<file path="src/rtl/truth_table_sweeper.sv">
`default_nettype none
// ============================================================================
// Module   : truth_table_sweeper
// Purpose  : Exhaustive stimulus engine for small combinational blocks
//            (K-map / logic-minimisation exercises). On start it walks every
//            input code 0 .. 2^IN_W-1, holds each code for SETTLE cycles,
//            then compares the DUT response with the golden-model output
//            for that code. It reports the mismatch count, the first failing
//            code and a sticky done flag.
//
// Parameters:
//   IN_W    - DUT input width; the sweep covers 2^IN_W codes
//   OUT_W   - DUT output width (>= 2, needed by the signature rotate)
//   SETTLE  - cycles each code is held before it is checked (1..15)
//
// Ports:
//   clk             in   1        clock, rising edge
//   rst             in   1        synchronous active-high reset
//   start           in   1        sweep request, honoured only in IDLE/DONE
//   stim            out  IN_W     code driven to the DUT and golden model
//   resp            in   OUT_W    DUT output for stim
//   exp             in   OUT_W    golden-model output for stim
//   busy            out  1        sweep in progress
//   done            out  1        sweep complete, held until start or rst
//   err_cnt         out  IN_W+1   number of mismatching codes
//   first_err_idx   out  IN_W     code of the first mismatch
//   first_err_valid out  1        first_err_idx is meaningful
//   sig             out  OUT_W    response signature (0 when disabled)
//
// Build option:
//   SWEEP_SIGNATURE_EN - when defined, a rotate-XOR signature of every
//                        sampled response is accumulated on sig. When
//                        undefined there is no signature register and sig
//                        is tied to 0.
//
// Revision : 1.0 - initial release
// ============================================================================
module truth_table_sweeper #(
    parameter int IN_W   = 3,
    parameter int OUT_W  = 4,
    parameter int SETTLE = 1
) (
    input  logic              clk,
    input  logic              rst,
    input  logic              start,
    output logic [IN_W-1:0]   stim,
    input  logic [OUT_W-1:0]  resp,
    input  logic [OUT_W-1:0]  exp,
    output logic              busy,
    output logic              done,
    output logic [IN_W:0]     err_cnt,
    output logic [IN_W-1:0]   first_err_idx,
    output logic              first_err_valid,
    output logic [OUT_W-1:0]  sig
);

    // ------------------------------------------------------------------
    // Constants
    // ------------------------------------------------------------------
    // Last code of the sweep; reaching it in CHECK ends the sweep instead
    // of incrementing, so stim never wraps back to 0 mid-sweep.
    localparam logic [IN_W-1:0] c_max_code   = {IN_W{1'b1}};
    // The settle counter is loaded with SETTLE-1 and APPLY exits when it
    // reads 0, giving exactly SETTLE cycles in APPLY.
    localparam logic [3:0]      c_settle_ld  = 4'(SETTLE - 1);
    localparam logic [IN_W-1:0] c_stim_one   = {{(IN_W-1){1'b0}}, 1'b1};
    localparam logic [IN_W:0]   c_err_one    = {{IN_W{1'b0}}, 1'b1};

    // ------------------------------------------------------------------
    // State encoding
    // ------------------------------------------------------------------
    typedef enum logic [1:0] {
        S_IDLE  = 2'd0,
        S_APPLY = 2'd1,
        S_CHECK = 2'd2,
        S_DONE  = 2'd3
    } state_t;

    state_t            r_state;
    state_t            w_state;

    logic [3:0]        r_cnt;
    logic [3:0]        w_cnt;
    logic [IN_W-1:0]   r_stim;
    logic [IN_W-1:0]   w_stim;
    logic              r_busy;
    logic              w_busy;
    logic              r_done;
    logic              w_done;
    logic [IN_W:0]     r_err_cnt;
    logic [IN_W:0]     w_err_cnt;
    logic [IN_W-1:0]   r_first_idx;
    logic [IN_W-1:0]   w_first_idx;
    logic              r_first_valid;
    logic              w_first_valid;

    // Compare result for the code currently being checked. Only consumed
    // on the CHECK-exit edge, so resp/exp reach outputs only via registers.
    logic              w_mismatch;
    assign w_mismatch = (resp != exp);

`ifdef SWEEP_SIGNATURE_EN
    logic [OUT_W-1:0]  r_sig;
    logic [OUT_W-1:0]  w_sig;
    logic [OUT_W-1:0]  w_sig_step;

    // Rotate left by one then fold in the sampled response.
    assign w_sig_step = {r_sig[OUT_W-2:0], r_sig[OUT_W-1]} ^ resp;
`endif

    // ------------------------------------------------------------------
    // State register and datapath registers
    // ------------------------------------------------------------------
    always_ff @(posedge clk) begin
        if (rst) begin
            r_state       <= S_IDLE;
            r_cnt         <= 4'd0;
            r_stim        <= '0;
            r_busy        <= 1'b0;
            r_done        <= 1'b0;
            r_err_cnt     <= '0;
            r_first_idx   <= '0;
            r_first_valid <= 1'b0;
        end else begin
            r_state       <= w_state;
            r_cnt         <= w_cnt;
            r_stim        <= w_stim;
            r_busy        <= w_busy;
            r_done        <= w_done;
            r_err_cnt     <= w_err_cnt;
            r_first_idx   <= w_first_idx;
            r_first_valid <= w_first_valid;
        end
    end

`ifdef SWEEP_SIGNATURE_EN
    always_ff @(posedge clk) begin
        if (rst) begin
            r_sig <= '0;
        end else begin
            r_sig <= w_sig;
        end
    end
`endif

    // ------------------------------------------------------------------
    // Next-state and next-output logic
    // ------------------------------------------------------------------
    always_comb begin
        w_state       = r_state;
        w_cnt         = r_cnt;
        w_stim        = r_stim;
        w_busy        = r_busy;
        w_done        = r_done;
        w_err_cnt     = r_err_cnt;
        w_first_idx   = r_first_idx;
        w_first_valid = r_first_valid;
`ifdef SWEEP_SIGNATURE_EN
        w_sig         = r_sig;
`endif

        case (r_state)
            // A new sweep can be launched from IDLE or after a completed
            // sweep; every result register is cleared at the same edge.
            S_IDLE, S_DONE: begin
                if (start) begin
                    w_state       = S_APPLY;
                    w_cnt         = c_settle_ld;
                    w_stim        = '0;
                    w_busy        = 1'b1;
                    w_done        = 1'b0;
                    w_err_cnt     = '0;
                    w_first_idx   = '0;
                    w_first_valid = 1'b0;
`ifdef SWEEP_SIGNATURE_EN
                    w_sig         = '0;
`endif
                end
            end

            // Hold the code while the DUT and golden model settle.
            S_APPLY: begin
                if (r_cnt == 4'd0) begin
                    w_state = S_CHECK;
                end else begin
                    w_cnt = r_cnt - 4'd1;
                end
            end

            // Single-cycle sample of resp/exp for the current code.
            S_CHECK: begin
                if (w_mismatch) begin
                    // At most 2^IN_W codes are checked per sweep, so the
                    // IN_W+1 bit counter cannot overflow.
                    w_err_cnt = r_err_cnt + c_err_one;
                    if (!r_first_valid) begin
                        w_first_idx   = r_stim;
                        w_first_valid = 1'b1;
                    end
                end
`ifdef SWEEP_SIGNATURE_EN
                w_sig = w_sig_step;
`endif
                if (r_stim == c_max_code) begin
                    w_state = S_DONE;
                    w_busy  = 1'b0;
                    w_done  = 1'b1;
                end else begin
                    w_state = S_APPLY;
                    w_stim  = r_stim + c_stim_one;
                    w_cnt   = c_settle_ld;
                end
            end

            default: begin
                w_state = S_IDLE;
            end
        endcase
    end

    // ------------------------------------------------------------------
    // Outputs (all registered)
    // ------------------------------------------------------------------
    assign stim            = r_stim;
    assign busy            = r_busy;
    assign done            = r_done;
    assign err_cnt         = r_err_cnt;
    assign first_err_idx   = r_first_idx;
    assign first_err_valid = r_first_valid;

`ifdef SWEEP_SIGNATURE_EN
    assign sig = r_sig;
`else
    assign sig = '0;
`endif

endmodule
`default_nettype wire

</file>
<file path="config.mk">
export PLATFORM = sky130hd
export DESIGN_NAME = truth_table_sweeper
export DESIGN_NICKNAME = d
export VERILOG_FILES = /design/src/rtl/truth_table_sweeper.sv
export SDC_FILE = /design/constraint.sdc
export NUM_CORES = 1
export LEC_CHECK = 0
export ABC_AREA = 1
export CORE_MARGIN = 2
export CORE_UTILIZATION = 42
export DETAILED_ROUTE_END_ITERATION = 8
export PLACE_DENSITY_LB_ADDON = 0.25
export SYNTH_ARGS = -nofsm -noshare
export SYNTH_HDL_FRONTEND = slang
export SYNTH_SLANG_ARGS = --single-unit
</file>
<file path="constraint.sdc">
create_clock -name clk -period 1.4 [get_ports clk]
set_input_delay 0.28 -clock clk [delete_from_list [all_inputs] [get_ports clk]]
set_output_delay 0.28 -clock clk [all_outputs]
set_load 0.005 [all_outputs]
</file>
==> flow_metrics.tcl <==
set metrics [dict create \
    outcome "complete, but fails checks" \
    violations "negative setup slack" \
    wire_per_inst_um 10.5 \
    hold_viol 0 \
    ioPinCount 28 \
    syn_avg_cell_area_sq_um 7.13 \
    critPathMaxFanout 4 \
    cpMaxStageDelayCell "dfxtp_2" \
    wirelength_um 2550 \
    fin_area_sq_um 1690 \
    synth_cell_types 27 \
    yosysSeqAreaShare_pct 31.8 \
    setup_violations 4 \
    clkSinkCount 19 \
    powerDensity_nw_per_um2 1520 \
    portBuffers 23 \
    drive_gt1_share_pct 35.1 \
    multi_input_area_sq_um 756 \
    place_ws_ps -233 \
    cts_buffer_depth 2 \
    start_kind "register" \
    cts-root-buf "clkbuf_4" \
    cpLargestDelayFamily "flip-flops" \
    mappedNetlistArea_sq_um 1200 \
    fin_cells 242 \
    hold_path.class "register to register" \
    synth_xor_area_share_pct 1.46 \
    maxCapViolCount 0 \
    grt.overflow.total 0 \
    cts_buffers 3 \
    clock_latency_ps 300 \
    place_area_sq_um 1490 \
    n_antenna_cell 0 \
    die_h_um 57.4 \
    synth_compound_area_share_pct 12.5 \
    critPathBufInv 4 \
    reg2reg_depth 9 \
    hold_start "busy" \
    syn_to_final_growth_pct 40.9 \
    final_nets 231 \
    cpPeakStageDelay_ps 350 \
    crit_start "r_state[0]" \
    holdWs_ps 473 \
    coreArea_sq_um 2730 \
    drv_slew 0 \
    finClkSkew_ps 9.58 \
    initial_core_util_pct 43.8 \
    postSynthCellCount 168 \
    dp.cells 226 \
    synthAdderAreaFrac_pct 8.36 \
    critPathKind "register to register" \
    synth.area.mux_share_pct 0 \
    first_global_vias 1088 \
    routabilityCongestion 0.804 \
    postCtsHoldBufs 0 \
    min_period_ps 1450 \
    antenna_found_initial 0 \
    rows 19 \
    vias 1136 \
    clk_pin_slew_worst_paths_ps 120 \
    worstPathArrival_ps 1650 \
    post-route-period-util_pct 104 \
    drc 0 \
    fp.dieArea_sq_um 3290 \
    grt_pass1_wl_um 4440 \
    die_w_um 57.4 \
    cp.depth 9 \
    ir_worst_vdd_mv 1.54 \
    dr.first_iter.drc_count 40 \
    cts_max_level 1 \
    r2r_start "r_state[0]" \
    worstPathCellList "inv_2 -> ha_4 -> inv_6 -> nor2_8 -> nor2_4 -> inv_2 -> buf_4 -> nor2_4 -> o211a_1" \
    final_antenna_net_count 0 \
    grt_usage_pct 16.7 \
    fillCellCount 256 \
    yosysWarnings 0 \
    leakagePower_nw 0.851 \
    grt_max_degree 13 \
    synth-seq-cells 19 \
    dp_hpwl_um 1860 \
    via_per_inst 4.69 \
    fin_tns_setup_ps -79.9 \
    synth_top_family_by_area "simple AND/OR/NAND/NOR gates" \
    dr.pass1.iters 4 \
    hold_path_depth 2 \
    crit_required_ps 1600 \
    yosys.area_share.simple_pct 32.7 \
    cts_tree "done" \
    rsz0062_at_grt "true" \
    fmax_ghz 0.690 \
    worst_slack_ps -49.4 \
    critPathCaptureType "register" \
    final-seq-area_sq_um 402 \
    reg2reg_slack_ps -50 \
]
[timing repair]
item	4_1_cts	5_1_grt
setup buffers	9	3
pin swaps	3	4
endpoints found under the setup margin	25	19
gates resized for setup	31	19
[state kept, by name (all words and copies together) (netlist names)]
register and cells:
busy 1, stim 3, r_state 2, first_err_valid 1
r_cnt 4, first_err_idx 3, err_cnt 4, done 1
[through the flow]
step	utilization, %	total power, mW
4_1_cts	58.4	2.40
3_3_place_gp	54.6	1.99
2_1_floorplan	-	1.68
5_1_grt	61.7	2.83
6_report	61.7	2.56
3_5_place_dp	54.6	2.04
[area by class of cell]
cell class,instances,share of cell area [%]
multi-input cells,121,44.8
flip-flops and latches,19,23.8
repair buffers,44,22.0
inverters,23,5.42
well taps,31,2.30
clock buffers,3,1.34
clock inverters,1,0.297
[placed cells by master, fill, tap and decap left out]
master | Yosys | routed
inv_6 | 0 | 1
dfxtp_2 | 0 | 14
dlygate4sd2_1 | 0 | 13
o211a_1 | 1 | 1
ha_4 | 0 | 2
nand2_1 | 39 | 36
clkdlybuf4s50_1 | 0 | 10
xnor2_1 | 1 | 1
a211oi_2 | 1 | 1
clkinv_2 | 0 | 1
nor2_8 | 1 | 1
ha_1 | 8 | 4
xor2_1 | 1 | 1
conb_1 | 1 | 4
inv_1 | 18 | 16
nor2_1 | 20 | 16
dfxtp_1 | 19 | 4
nand3_1 | 14 | 11
inv_2 | 5 | 6
clkbuf_4 | 0 | 3
o21ai_1 | 1 | 2
nand3_2 | 1 | 4
a21oi_1 | 14 | 13
nor3_1 | 1 | 1
o21ai_0 | 4 | 3
buf_4 | 4 | 21
a21oi_2 | 0 | 1
nand2_2 | 1 | 3
or2_1 | 1 | 1
nor2_2 | 3 | 5
ha_2 | 0 | 2
nand2_4 | 2 | 3
dfxtp_4 | 0 | 1
a21oi_4 | 2 | 2
nor2_4 | 1 | 3
[power by group]
part | internal [mW] | switching [mW] | leakage [nW]
sequential | 0.693 | 0.0815 | 0.162
combinational | 0.686 | 0.817 | 0.671
clock | 0.106 | 0.176 | 0.0177
total | 1.49 | 1.07 | 0.851
[path summary, 6_finish.rpt]
path	to
max	stim[0]
min	busy
max reg2reg	stim[0]
min reg2reg	busy
[worst reg2reg max path, delay by kind of cell (launching register included)]
family          cells  cell delay (ps)
buf+inv             4              290
flops               1              350
simple gates        3              250
compound gates      1              210
fa+ha+maj           1              280
[per-layer routing]
layer	vias up	track usage [%]	part of all wire [%]
li1	608	-	-
met5	-	0	0
met2	17	30.8	54
met3	2	3.40	2.7
met1	509	19.4	42
met4	0	3.99	0.67
[cells by family after synthesis]
logic type | after synthesis
and+or+nand+nor | 84
buffers and inverters | 31
AOI/OAI and AO/OA | 23
DFF | 19
adders and majority gates | 8
xor gates and xnor gates | 2
other | 1
[cell usage after synthesis (all sizes together)]
| cell type | instances | area, sq um |
|---|---|---|
| a211oi | 1 | 12.5 |
| a21oi | 16 | 103 |
| buf | 7 | 63.8 |
| clkbuf | 1 | 3.75 |
| conb | 1 | 3.75 |
| dfxtp | 19 | 380 |
| ha | 8 | 100 |
| inv | 23 | 86.3 |
| nand2 | 42 | 175 |
| nand3 | 15 | 80.1 |
| nor2 | 25 | 125 |
| nor3 | 1 | 5.00 |
| o211a | 1 | 10.0 |
| o21ai | 5 | 25.0 |
| or2 | 1 | 6.26 |
| xnor2 | 1 | 8.76 |
| xor2 | 1 | 8.76 |
(Power assumes the default switching activity.)
